[src/rtl/lifo_stack_pkg.sv]
// lifo_stack_pkg: operation encoding and decode for the LIFO stack
package lifo_stack_pkg;
  typedef enum logic [1:0] {
    OP_NOP     = 2'b00,
    OP_POP     = 2'b01,
    OP_PUSH    = 2'b10,
    OP_REPLACE = 2'b11
  } op_t;
  function automatic op_t decode_op(input logic push, input logic pop);
    return op_t'({push, pop});
  endfunction
endpackage

[src/rtl/lifo_stack_mem.sv]
// lifo_stack_mem: DEPTH x WIDTH register array, sync write, comb read
module lifo_stack_mem #(
  parameter int WIDTH = 16,
  parameter int DEPTH = 8,
  parameter int AW = $clog2(DEPTH)
) (
  input  logic             clk,
  input  logic             we,
  input  logic [AW-1:0]    waddr,
  input  logic [WIDTH-1:0] wdata,
  input  logic [AW-1:0]    raddr,
  output logic [WIDTH-1:0] rdata
);
  logic [WIDTH-1:0] mem [DEPTH];
  always_ff @(posedge clk) if (we) mem[waddr] <= wdata;
  // non-power-of-two depths leave unused addresses; read them as zero
  assign rdata = (int'(raddr) < DEPTH) ? mem[raddr] : '0;
endmodule

[src/rtl/lifo_stack_p.sv]
// lifo_stack_p: parametrised LIFO with count, flags, sticky errors and registered top
module lifo_stack_p
  import lifo_stack_pkg::*;
#(
  parameter int WIDTH = 16,
  parameter int DEPTH = 8,
  parameter int CW = $clog2(DEPTH + 1)
) (
  input  logic             clk,
  input  logic             reset,
  input  logic             push,
  input  logic             pop,
  input  logic [WIDTH-1:0] value_in,
  input  logic             err_clr,
  output logic [WIDTH-1:0] value_out,
  output logic [CW-1:0]    count,
  output logic             empty,
  output logic             full,
  output logic             overflow,
  output logic             underflow
);
  localparam int AW = $clog2(DEPTH);
  op_t op;
  logic do_push, do_repl, do_pop, we;
  logic [AW-1:0] waddr, raddr;
  logic [WIDTH-1:0] rdata, value_n;
  logic [CW-1:0] count_n;
  logic overflow_n, underflow_n;
  lifo_stack_mem #(.WIDTH(WIDTH), .DEPTH(DEPTH), .AW(AW)) u_mem (
    .clk(clk), .we(we), .waddr(waddr), .wdata(value_in), .raddr(raddr), .rdata(rdata)
  );
  assign empty = count == '0;
  assign full  = count == CW'(DEPTH);
  assign op    = decode_op(push, pop);
  // replace on an empty stack degenerates into a push
  always_comb begin
    do_push     = (op == OP_PUSH && !full) || (op == OP_REPLACE && empty);
    do_repl     = op == OP_REPLACE && !empty;
    do_pop      = op == OP_POP && !empty;
    we          = do_push || do_repl;
    waddr       = do_push ? AW'(count) : AW'(count - 1'b1);
    raddr       = AW'(count - CW'(2));
    count_n     = do_push ? count + 1'b1 : do_pop ? count - 1'b1 : count;
    value_n     = we ? value_in : do_pop ? (count == CW'(1) ? '0 : rdata) : value_out;
    overflow_n  = (op == OP_PUSH && full) || (overflow && !err_clr);
    underflow_n = ((op == OP_POP || op == OP_REPLACE) && empty) || (underflow && !err_clr);
  end
  always_ff @(posedge clk or negedge reset)
    if (!reset) begin
      count     <= '0;
      value_out <= '0;
      overflow  <= 1'b0;
      underflow <= 1'b0;
    end else begin
      count     <= count_n;
      value_out <= value_n;
      overflow  <= overflow_n;
      underflow <= underflow_n;
    end
endmodule

[config.mk]
export PLATFORM = sky130hd
export DESIGN_NAME = lifo_stack_p
export DESIGN_NICKNAME = d
export VERILOG_FILES = /design/src/rtl/lifo_stack_pkg.sv /design/src/rtl/lifo_stack_mem.sv /design/src/rtl/lifo_stack_p.sv
export SDC_FILE = /design/constraint.sdc
export NUM_CORES = 1
export LEC_CHECK = 0
export BUFFER_PORTS_ARGS = -buffer_cell sky130_fd_sc_hd__buf_2
export CORE_UTILIZATION = 39
export DETAILED_ROUTE_END_ITERATION = 6
export GPL_ROUTABILITY_DRIVEN = 0
export PLACE_DENSITY_LB_ADDON = 0.2
export SYNTH_ARGS = -nofsm -noshare
export SYNTH_HDL_FRONTEND = slang
export SYNTH_HIERARCHICAL = 1
export SYNTH_SLANG_ARGS = --single-unit
[constraint.sdc]
create_clock -name clk -period 8.15 [get_ports clk]
set_input_delay 0.4075 -clock clk [delete_from_list [all_inputs] [get_ports clk]]
set_output_delay 0.4075 -clock clk [all_outputs]
set_load 0.01 [all_outputs]
Word level (Yosys, flattened, before mapping):

Memory sizes are Yosys's and may differ from the RTL's.
Cells that the tools add are included.

* bits in registers: 22
* bits in latches: 0
* memory bits (writable): 128
* memory bits (read-only): 0
* input port bits: 21
* output and inout bits: 24
* memories kept: 1

Memories
* u_mem.mem: words 8, bits a word 16, rd ports 1, clocked after Yosys merged registers in 0, write ports 1, line lifo_stack_mem.sv:14 `logic [WIDTH-1:0] mem [DEPTH];`

* $add $sub $neg: 3
* multiply operators: 0
* div/mod/pow operators: 0
* order comparisons: 0
* equality and inequality tests: 5
* shifts and indexed selects: 0
* multiplexer cells: 8
* bitwise gates (word level): 0
* reductions and logical operators: 19

Operators by type and width (count)
* 16-bit 2-to-1 mux: 3
* 1-bit logical AND: 8
* 4-bit 2-to-1 mux: 2
* 1-bit logical OR: 5
* 4-bit by 1-bit adder with 4-bit output, second input constant: 1
* 2-bit == test, second input constant: 2
* 4-bit by 1-bit == test with 1-bit output, second input constant: 1
* 4-bit == test, second input constant: 1
* 4-bit zero test: 1
* 2-bit nonzero test: 2
* 4-bit by 1-bit subtractor with 4-bit output, second input constant: 1
* 1-bit zero test: 3
* 3-bit 2-to-1 mux: 1
* 3-bit by 2-bit subtractor with 3-bit output, second input constant: 1
* 2-bit by 1-bit == test with 1-bit output, second input constant: 1
* 1-bit 2-to-1 mux: 2

Logic depth before layout (Yosys ltp):

* depth in word-level cells: 7
* gate-level depth with buffers: 12

By module:

Netlist, hierarchy kept.

By module, submodules not included
* lifo_stack_mem: times used 1, cells each 198, area an instance 4973.5 um^2, sequential area each 3843.7 um^2
* lifo_stack_p: times used 1, cells each 171, area an instance 1555.2 um^2, sequential area each 550.5 um^2

Least setup slack after synthesis:

Ideal clock, no wire load.

* path kind: reg-to-reg
* start point: reg count[1]
* end point: mem u_mem.mem[0][0], enable pin
* setup time: 0.409 ns
* data arrival time: 2.943 ns
* data required time: 7.741 ns
* path slack: 4.798 ns
* stages on the path, launching flop included: 12
* buffers on the path: 1
* period minus slack after synthesis: 3.352 ns
* cells stage by stage: dfrtp_1 inv_1 ha_1 buf_2 and2b_4 o21ai_1 nor2_1 inv_2 nand2_1 xnor2_1 nand2b_1 nor3_1

* elaborated cells between the ends (all ways): 13

RTL lines
* start, declared: line lifo_stack_p.sv:16 `output logic [CW-1:0] count,`
* start signal, assigned: line lifo_stack_p.sv:55 `count <= count_n;`
* parallel branches: the longest is 4 deep, another holds 4-bit by 1-bit subtractor with 4-bit output
* 3-bit 2-to-1 mux *: line lifo_stack_p.sv:41 `waddr = do_push ? AW'(count) : AW'(count - 1'b1);`
* net waddr[2]: line lifo_stack_p.sv:25 `logic [AW-1:0] waddr, raddr;`
* end, declared: line lifo_stack_mem.sv:14

Mark *: on every way through the listed nets, which the timed path passes.

Final worst setup path:

* start point: reg count[1]
* end point: mem u_mem.mem[6][7], enable pin

The elaborated chain is that of the path after synthesis.

==> results.yml <==
power:
  power.static_leakage_nw: 2.74
  ir_drop_v: 0.000188
  power_after_layout_mw: 3.02
  cellPowerDensity_nw_per_um2: 399
setup_path:
  path_common_cell: "nor2_1"
  worst_r2r_startpoint: "count[1]"
  path_class: "register to register"
  critical_path_arrival_ps: 4170
  crit_path_start_kind: "register"
  crit_start: "count[1]"
  reg2regPathDepth: 10
  crit_slowest_cell: "inv_1"
  worst_path_maximum_fanout: 22
  required_ps: 8260
  timing.critical_path.to: "u_mem/mem[6][7]"
  critical_path.reg2reg.endpoint: "u_mem/mem[6][7]"
  reg2reg_slack_ps: 4090
  critical_path.cell_chain: "inv_1, ha_1, and2b_4, o21ai_1, nor2_1, inv_2, a21oi_1, nand2b_1, nor2_1, buf_4"
  endpoint_kind: "register"
  cpPeakStageDelay_ps: 700
timing:
  timing_hold_violations_final: 0
  setup_viol: 0
  setup_total_negative_slack_ps: 0
  actual_slew_at_the_worst_max_slew_pin_ps: 913
  skew_ps: 14.4
  rsz0062_at_grt: "false"
  finalCriticalPeriod_ps: 4060
  max_freq_mhz: 246
  timing.final.max_slew_violations: 0
  worst_slew_margin_rel_pct: 39.1
  min_period_over_period_pct: 49.8
global_routing:
  track_usage_pct: 17.1
  pin_count_of_the_biggest_net_entering_global_routing: 41
  grt_first_pass_wirelength_um: 21500
  antenna_found_initial: 0
  grt_pass1_vias: 3548
  residual_overflow_from_global_routing: 0
clocking:
  clkSlewWorstSetupHoldPaths_ps: 60
  cts-htree-levels: 4
  tritoncts: "done"
  cts_post_setup_buffers_inserted: 0
  clkSinkCount: 150
  cts_buffers: 17
  cts_resizes: 0
  ctsRootBufferMaster: "clkbuf_16"
  clkLatencyLatePin_ps: 420
  cts.hold.buffers_added: 0
  clock_path_buffers: 2
floorplanning:
  core-area_um2: 16100
  floorplan.initialDensity_pct: 40.5
  row_count: 46
  design.die.area_um2: 17300
  io_pins: 45
  die_width_um: 131
  die_height_um: 131
logic_synthesis:
  postSynthAreaPerCell_um2: 17.7
  dominantRegCellSynth: "edfxtp_1"
  postSynthRegisterBits: 150
  seq_area_frac_synth_pct: 67.3
  syn-cell-area_um2: 6530
  synth.yosys.warnings: 6
  synth-edff-count: 128
  syn_nets: 398
  post_synth_inst_count: 369
  netlist-cell-type-count: 49
  synth-async-reset-ratio_pct: 14.7
detailed_routing:
  totalWireLength_um: 13700
  avgViaCountPerCell: 5.43
  drt_first_pass_iters: 4
  detail_route.drc_violations: 0
  detailedRoute.firstIterationViolations: 291
  dr_total_vias: 3517
  antenna_violating_nets_post_route: 0
  wire_per_inst_um: 21.2
finish:
  stdcell_count: 648
  antenna-diode-count: 0
  postLayoutCoreUtil_pct: 47.0
  finish.net_count: 448
  flow.area_growth_from_synthesis_pct: 16.1
  finish.instance_area_um2: 7580
  final_layout_size_suffix_gt1_share_pct: 28.5
status:
  outcome: "finished clean"
placed_design:
  area_post_placement_um2: 6950
  portBuffers: 44
  dp_wirelength_um: 8310
  placedCellCount: 616
worst_hold_path:
  holdCritPathClass: "input pin to asynchronous set/reset pin"
job:
  max_cap_viol_count: 0
==> stage by stage <==
stage / hold WS, ps / setup WS [ps]
2_1_floorplan: 112 / 4800
3_3_place_gp: 471 / 4180
3_5_place_dp: 482 / 4030
4_1_cts: 25.8 / 4020
5_1_grt: 52.3 / 3730
6_report: 25.7 / 4090
==> worst min path at each step <==
stage / slack, ps / from / end / depth (start not counted)
floorplan: 110 / reset / count[0] / 0
finish: 30 / reset / value_out[10] / 1
global route: 50 / reset / value_out[10] / 1
global placement: 470 / reset / value_out[13] / 1
detailed placement: 480 / reset / value_out[13] / 1
CTS: 30 / reset / value_out[13] / 1
==> state kept, by name (all words and copies together) (netlist names) <==
signal	flops
underflow	1
overflow	1
count	4
value_out	16
u_mem/mem	128
==> cell families (layout without fill, tap and decap cells) <==
logic type / after synthesis / after routing / synth area share [%]
flops: 150 / 150 / 67.3
simple gates: 69 / 69 / 6.11
compound gates: 57 / 57 / 5.94
mux: 50 / 50 / 15.7
buf+inv: 33 / 96 / 3.12
fa+ha+maj: 8 / 8 / 1.53
xor+xnor: 2 / 2 / 0.268
==> power breakdown <==
group / total, mW / switching, mW / internal (mW)
logic: 1.07 / 0.568 / 0.505
registers: 1.13 / 0.0735 / 1.06
clock network: 0.822 / 0.312 / 0.510
total: 3.02 / 0.954 / 2.07
==> cell usage after synthesis, drive strengths merged, types with 2 or more instances <==
cell type  count  area share (%)
ha             8             1.5
a32oi          2            0.27
o21ai          5            0.44
mux2i          2            0.31
nand2b         4            0.50
inv            8            0.46
nand3          4            0.31
clkbuf         2            0.15
nor3b         18             2.3
a22o           3            0.40
edfxtp       128              59
nand2          6            0.34
nor2b          2            0.23
nor2          28             1.6
dfrtp         22             8.4
buf           23             2.5
mux2          16             2.8
a22oi         16             1.8
nor3           2            0.15
a21oi         22             1.7
mux4          32              13
==> metal layers <==
layer	vias to the layer above	share of wire (%)	GRT usage [%]
met4	0	2.0	7.49
li1	1598	-	-
met2	119	47	25.7
met5	-	0	0
met1	1783	46	23.9
met3	17	5.8	3.74
==> final cells by class <==
type                    instances  area (um2)
clock buffers                  20         467
inverters                       8        30.0
well taps                     216         270
multi-input cells             186        1940
fillers                      1395        8540
flip-flops and latches        150        4400
repair buffers                 56         310
clock inverters                12         165
==> critical path, delay by kind of cell (launching register included) <==
family,cells,cell delay [ps]
AOI/OAI and AO/OA,2,470
adders and majority gates,1,510
DFF,1,450
buffers and inverters,3,1100
and+or+nand+nor,4,1200
==> layout by cell type (no fill, tap or decap), types with 2 or more instances in the layout <==
| cell | instances |
|---|---|
| edfxtp_1 | 128 |
| buf_2 | 44 |
| nor2_1 | 28 |
| mux4_1 | 28 |
| a21oi_1 | 21 |
| dfrtp_1 | 21 |
| clkbuf_16 | 17 |
| nor3b_1 | 16 |
| a22oi_1 | 16 |
| mux2_2 | 16 |
| buf_4 | 12 |
| ha_1 | 8 |
| inv_1 | 7 |
| nand2_1 | 6 |
| nand3_1 | 4 |
| mux4_2 | 4 |
| a22o_1 | 3 |
| clkbuf_8 | 3 |
| bufinv_16 | 3 |
| clkinvlp_4 | 3 |
| inv_6 | 3 |
| clkinv_4 | 3 |
| nand2b_1 | 3 |
| o21ai_1 | 2 |
| o21ai_0 | 2 |
| a32oi_1 | 2 |
| mux2i_1 | 2 |
| nor3_2 | 2 |
(Power assumes the default switching activity.)
